--- src/rtl/multdiv_stall_controller_pkg.sv ---
// Shared constants for the mul/div sequencer and the writeback stage.
package multdiv_stall_controller_pkg;

  localparam int unsigned STATE_W = 2;
  localparam int unsigned REG_W   = 5;
  localparam int unsigned DATA_W  = 32;

  // Sequencer FSM encoding
  localparam logic [STATE_W-1:0] ST_IDLE  = 2'd0;
  localparam logic [STATE_W-1:0] ST_START = 2'd1;
  localparam logic [STATE_W-1:0] ST_BUSY  = 2'd2;
  localparam logic [STATE_W-1:0] ST_DONE  = 2'd3;

  // Exception writeback target and codes
  localparam int unsigned MDS_RSTATUS_REG  = 30;
  localparam int unsigned MDS_MUL_EXC_CODE = 4;
  localparam int unsigned MDS_DIV_EXC_CODE = 5;

endpackage

--- src/rtl/multdiv_timeout_counter.sv ---
// BUSY-cycle counter with synchronous clear and a terminal-count flag.
module multdiv_timeout_counter #(
  parameter int unsigned CNT_W    = 6,
  parameter int unsigned TERMINAL = 40
) (
  input  logic clock,
  input  logic reset,
  input  logic clear,
  input  logic enable,
  output logic terminal_c
);

  logic [CNT_W-1:0] count_q;

  // Count enabled cycles; clear has priority over enable
  always_ff @(posedge clock or negedge reset) begin
    if (!reset) begin
      count_q <= '0;
    end else if (clear) begin
      count_q <= '0;
    end else if (enable) begin
      count_q <= count_q + CNT_W'(1);
    end
  end

  // Flags the last permitted cycle before abort
  assign terminal_c = (count_q == CNT_W'(TERMINAL - 1));

endmodule

--- src/rtl/multdiv_stall_controller.sv ---
// Execute-stage sequencer for the shared multi-cycle multiplier/divider.
module multdiv_stall_controller
  import multdiv_stall_controller_pkg::*;
#(
  parameter int unsigned TIMEOUT_CYCLES = 40,
  parameter int unsigned CNT_W          = 6,
  parameter int unsigned RSTATUS_REG    = MDS_RSTATUS_REG,
  parameter int unsigned MUL_EXC_CODE   = MDS_MUL_EXC_CODE,
  parameter int unsigned DIV_EXC_CODE   = MDS_DIV_EXC_CODE
) (
  input  logic              clock,
  input  logic              reset,
  input  logic              i_start_mul,
  input  logic              i_start_div,
  input  logic [REG_W-1:0]  i_rd,
  input  logic              i_flush,
  input  logic              data_resultRDY,
  input  logic              data_exception,
  input  logic [DATA_W-1:0] data_result,
  output logic              ctrl_MULT,
  output logic              ctrl_DIV,
  output logic              o_stall,
  output logic              o_wb_valid,
  output logic [REG_W-1:0]  o_wb_rd,
  output logic [DATA_W-1:0] o_wb_data,
  output logic              o_busy
);

  localparam logic [REG_W-1:0]  RSTATUS  = REG_W'(RSTATUS_REG);
  localparam logic [DATA_W-1:0] MUL_CODE = DATA_W'(MUL_EXC_CODE);
  localparam logic [DATA_W-1:0] DIV_CODE = DATA_W'(DIV_EXC_CODE);

  logic [STATE_W-1:0] state_q, state_d;
  logic               op_mul_q, op_mul_d;
  logic [REG_W-1:0]   rd_q, rd_d;
  logic               ctrl_mult_d, ctrl_div_d;
  logic               wb_valid_d;
  logic [REG_W-1:0]   wb_rd_d;
  logic [DATA_W-1:0]  wb_data_d;
  logic               busy_d;
  logic               request_c;
  logic               cnt_clear_c, cnt_en_c, cnt_tc_c;

  multdiv_timeout_counter #(
    .CNT_W    (CNT_W),
    .TERMINAL (TIMEOUT_CYCLES)
  ) u_timeout_counter (
    .clock      (clock),
    .reset      (reset),
    .clear      (cnt_clear_c),
    .enable     (cnt_en_c),
    .terminal_c (cnt_tc_c)
  );

  assign request_c = (i_start_mul | i_start_div) & ~i_flush;

  // State and registered outputs
  always_ff @(posedge clock or negedge reset) begin
    if (!reset) begin
      state_q    <= ST_IDLE;
      op_mul_q   <= 1'b0;
      rd_q       <= '0;
      ctrl_MULT  <= 1'b0;
      ctrl_DIV   <= 1'b0;
      o_wb_valid <= 1'b0;
      o_wb_rd    <= '0;
      o_wb_data  <= '0;
      o_busy     <= 1'b0;
    end else begin
      state_q    <= state_d;
      op_mul_q   <= op_mul_d;
      rd_q       <= rd_d;
      ctrl_MULT  <= ctrl_mult_d;
      ctrl_DIV   <= ctrl_div_d;
      o_wb_valid <= wb_valid_d;
      o_wb_rd    <= wb_rd_d;
      o_wb_data  <= wb_data_d;
      o_busy     <= busy_d;
    end
  end

  // Next-state, next-output and combinational stall
  always_comb begin
    state_d     = state_q;
    op_mul_d    = op_mul_q;
    rd_d        = rd_q;
    ctrl_mult_d = 1'b0;
    ctrl_div_d  = 1'b0;
    wb_valid_d  = 1'b0;
    wb_rd_d     = o_wb_rd;
    wb_data_d   = o_wb_data;
    o_stall     = 1'b0;
    cnt_clear_c = 1'b0;
    cnt_en_c    = 1'b0;

    case (state_q)
      ST_IDLE: begin
        o_stall = request_c;
        if (request_c) begin
          // Multiply wins when both starts are raised
          state_d     = ST_START;
          op_mul_d    = i_start_mul;
          rd_d        = i_rd;
          ctrl_mult_d = i_start_mul;
          ctrl_div_d  = ~i_start_mul;
        end
      end
      ST_START: begin
        o_stall     = 1'b1;
        cnt_clear_c = 1'b1;
        state_d     = i_flush ? ST_IDLE : ST_BUSY;
      end
      ST_BUSY: begin
        o_stall  = 1'b1;
        cnt_en_c = 1'b1;
        if (i_flush) begin
          state_d = ST_IDLE;
        end else if (data_resultRDY) begin
          state_d = ST_DONE;
          if (data_exception) begin
            wb_valid_d = 1'b1;
            wb_rd_d    = RSTATUS;
            wb_data_d  = op_mul_q ? MUL_CODE : DIV_CODE;
          end else begin
            // Writes to r0 are dropped
            wb_valid_d = (rd_q != '0);
            wb_rd_d    = rd_q;
            wb_data_d  = data_result;
          end
        end else if (cnt_tc_c) begin
          state_d    = ST_DONE;
          wb_valid_d = 1'b1;
          wb_rd_d    = RSTATUS;
          wb_data_d  = DIV_CODE;
        end
      end
      default: begin
        state_d = ST_IDLE;
      end
    endcase

    busy_d = (state_d != ST_IDLE);
  end

endmodule

--- config.mk ---
export PLATFORM = sky130hd
export DESIGN_NAME = multdiv_stall_controller
export DESIGN_NICKNAME = d
export VERILOG_FILES = /design/src/rtl/multdiv_stall_controller_pkg.sv /design/src/rtl/multdiv_timeout_counter.sv /design/src/rtl/multdiv_stall_controller.sv
export SDC_FILE = /design/constraint.sdc
export NUM_CORES = 1
export LEC_CHECK = 0
export BUFFER_PORTS_ARGS = -buffer_cell sky130_fd_sc_hd__buf_2
export CORE_MARGIN = 2
export CORE_UTILIZATION = 45
export CTS_CLUSTER_SIZE = 10
export DETAILED_ROUTE_END_ITERATION = 12
export MAX_ROUTING_LAYER = met4
export PLACE_DENSITY_LB_ADDON = 0.05
export SKIP_LAST_GASP = 1
export SLEW_MARGIN = 20
export SYNTH_ARGS = -nofsm -noshare
export SYNTH_HDL_FRONTEND = slang
export SYNTH_SLANG_ARGS = --single-unit
--- constraint.sdc ---
create_clock -name clock -period 4.7 [get_ports clock]
set_input_delay 0.705 -clock clock [delete_from_list [all_inputs] [get_ports clock]]
set_output_delay 0.705 -clock clock [all_outputs]
set_load 0.05 [all_outputs]
==> metrics.log <==
[metrics] number of detailed-routing iterations run before antenna repair: 4
[metrics] number of nets in the finished design: ~370
[metrics] wire length after detailed routing: 5090 µm
[metrics] commonest non-fill, non-tap cell in the layout: buf_2
[metrics] Final period util: 0.535
[metrics] result of the run: complete, no violations
[metrics] R2R depth: 6
[metrics] initial core utilization: 0.461
[metrics] placed cell areas: between 0.003 and 0.004 mm²
[metrics] kind of cell adding the most delay to the critical path: compound AO/OA/AOI/OAI gates
[metrics] netlist area before placement: 0.00252 mm²
[metrics] Worst Skew: 0.00903 ns
[metrics] sequential cell area fraction in the yosys report: 0.546
[metrics] root buffer selected by CTS: clkbuf_8
[metrics] maximum resistive drop on vdd: 0.000419 V
[metrics] clock slew seen by the registers of the worst setup and hold paths: 0.10 ns
[metrics] maximum fanout along the worst path: 24
[metrics] Max Cap Violations: 0
[metrics] Setup Fix Bufs, Post-CTS: 0
[metrics] Syn Area/Cell: 11.0 µm²
[metrics] number of buffers added to fix hold violations after cts: 0
[metrics] post-detailed-route DRC marker count: 0
[metrics] data required time of the worst path: 4.93 ns
[metrics] FF-to-FF Start: state_q[0]
[metrics] Worst Setup End Kind: register
[metrics] sequential fraction of design power: 0.355
[metrics] critical path class: register to register
[metrics] Worst setup endpoint: o_wb_data[24]
[metrics] final critical path time including I/O delays and setup: 2.51 ns
[metrics] unrepaired setup endpoints after global routing: no
[metrics] power density cells: 743 mW/mm²
[metrics] share of layout cells above drive strength 1: 0.346
[metrics] critical path depth: 6
[metrics] multi-input logic area: 947 µm²
[metrics] largest stage delay on the critical path: 0.81 ns
[metrics] Unique masters post-synth: 37
[metrics] GR Overflow Total: 0
[metrics] Synth async-reset ratio: 1.00
[metrics] cell type contributing the most total cell area after synthesis: dfrtp_1
[metrics] TritonCTS clock tree: yes
[metrics] Cell Int Power: 1.12 mW
[metrics] number of instances resized during post-cts repair: 0
[metrics] Die ar.: just over 0.006 mm²
[metrics] horizontal die dimension: 78.9 µm
[metrics] commonest non-fill, non-tap cells in the layout: buf_2, dfrtp_1, inv_1
[metrics] register-to-register path setup slack: about 2.2 ns
[metrics] Leakage: approximately 1.5 nW
[metrics] Startpoint Class: register
[metrics] antenna diode count: 0
[metrics] number of buffer and inverter stages on the critical path: 2
[metrics] data arrival at the endpoint of the critical path: 2.75 ns
[metrics] startpoint of the worst setup timing path: state_q[0]
[metrics] final setup violation count: 0
[metrics] I/O pins: 86
[metrics] end of the worst register-to-register path: o_wb_data[24]
[metrics] number of placement rows: 27
[metrics] part of the power in the clock network: 0.117
[metrics] Sw Ratio: 0.515
[metrics] number of buffers on the longest clock path: 2
[metrics] iteration-0 DRC count of the detailed router: 74
[metrics] nets in the synthesized netlist: 278
[metrics] Logic pwr share: 0.528
[metrics] switching power summed over all nets: approximately 1.2 mW
[metrics] wire length of the first global-routing pass: 8410 µm
[metrics] dominant cells by area after synthesis: dfrtp_1, mux2i_1, inv_1
[metrics] remaining antenna violation count after routing: 0
[metrics] CP cell instances: inv_1 > ha_1 > nand2b_4 > o41ai_4 > buf_4 > mux2i_1
[metrics] buffers added on ports: 85
[metrics] half-perimeter wire length after detailed placement: 3570 µm
[metrics] H-tree lvl count: 2
[metrics] Hold Crit Class: input port to asynchronous set/reset pin
[metrics] largest net degree at the start of global routing: 56
[metrics] predominant post-synthesis flop cell: dfrtp_1
[metrics] slew margin rel.: 0.391
[metrics] total clock sinks: 55
[metrics] average routed wire per standard cell: 13.1 µm
[metrics] Highest Clock Rate: 0.398 GHz
[metrics] area delta synth->final: 23.1%
[metrics] per-cell via count in the routed design: about 4.8
[metrics] worst-margin pin slew: 0.911 ns
[metrics] final number of max-transition violations: 0
[metrics] DR vias: 1854
[metrics] Reg area: 0.00138 mm²
[metrics] floorplan core area: 0.00547 mm²
[metrics] post-synthesis sequential element count: 55
[metrics] number of fill cells in the layout: just under 500
[metrics] placer congestion estimate: just under 0.8
[metrics] Final Hold Vio Count: 0
[metrics] slowest cell on the critical path: o41ai_4
[metrics] number of global-route vias before repair: ~1800
[metrics] CTS Buf Count: 5
[metrics] initial antenna violation count: 0
[metrics] All-Layer GR Usage: 0.178
[metrics] number of enable flip-flop cells after synthesis: 0
[metrics] Cells after Synth: 229
[metrics] post-synth top area share: 0.546
[metrics] Total Negative Setup Slacks: 0 ns
[metrics] clock latency on the worst-skew pair: 0.31 ns
[metrics] Ys Warns: 0
[metrics] Die H: 78.9 µm
[metrics] final instance area: 0.00310 mm²
power by group through the flow:
stage / clock network [mW] / logic, mW / registers (mW)
after floorplan: 0 / 0.401 / 1.37
after global routing: 0.301 / 1.31 / 0.851
after global placement: 0 / 1.22 / 0.826
after CTS: 0.282 / 1.23 / 0.820
after detailed placement: 0 / 1.23 / 0.830
final: 0.269 / 1.22 / 0.819
routing by layer:
metal / GRT usage / wire length [µm] / share of wire / vias up
met5: - / 0 / 0 / -
met4: 0.0414 / 29 / 0.0057 / 0
met3: 0.0443 / 261 / 0.051 / 4
met2: 0.286 / 2490 / 0.49 / 44
met1: 0.230 / 2310 / 0.45 / 881
li1: - / - / - / 925
registers in the layout, summed over array words and instances (netlist names):
signal	flops
ctrl_MULT	1
ctrl_DIV	1
state_q	2
u_timeout_counter.count_q	6
o_wb_valid	1
o_wb_rd	5
o_wb_data	32
o_busy	1
op_mul_q	1
rd_q	5
worst min path at each step:
stage	from	endpoint	slack (ns)	cells past startpoint
floorplan	reset	ctrl_DIV	0.41	0
global placement	op_mul_q	op_mul_q	0.49	1
detailed placement	op_mul_q	op_mul_q	0.50	1
CTS	op_mul_q	op_mul_q	0.52	1
global route	o_wb_data[9]	o_wb_data[9]	0.55	2
finish	reset	o_wb_data[29]	0.51	2
cell type report:
type	count	share of cell area
Sequential cell	55	0.443
Multi-Input combinational cell	127	0.305
Timing Repair Buffer	88	0.144
Inverter	40	0.0484
Tap cell	72	0.0290
Clock buffer	5	0.0222
Clock inverter	3	0.00766
Yosys cell counts, types with 2 or more instances:
library cell and count:
nor4b_1 4, inv_1 40, clkbuf_1 3, ha_1 5
a21oi_1 10, nor2_1 3, a31oi_1 2, nand2_1 34
dfrtp_1 55, and2_1 2, buf_6 3, mux2i_1 33
nor2b_1 2, nand3b_1 2, o21ai_0 4, mux2_2 6
per-stage QoR:
step	cells	hold WS (ns)	util	power (mW)	setup slack, ns
2_1_floorplan	229	0.409	-	1.77	2.16
6_report	390	0.510	0.567	2.31	2.19
3_3_place_gp	382	0.493	0.550	2.04	2.05
4_1_cts	390	0.522	0.567	2.33	2.13
3_5_place_dp	382	0.496	0.550	2.06	2.00
5_1_grt	390	0.546	0.567	2.46	2.00
kinds of logic after synthesis:
family	Yosys count	share of synthesized area
and+or+nand+nor	56	0.113
DFF	55	0.546
buffers and inverters	47	0.0794
muxes	39	0.158
AOI/OAI and AO/OA	26	0.0759
adders and majority gates	5	0.0248
xor gates and xnor gates	1	0.00347
worst reg2reg max path: stages, from the launching register on:
cell      delay [ns]
dfrtp_1         0.43
inv_1           0.09
ha_1            0.25
nand2b_4        0.11
o41ai_4         0.81
buf_4           0.51
mux2i_1         0.24
(Power assumes the default switching activity.)
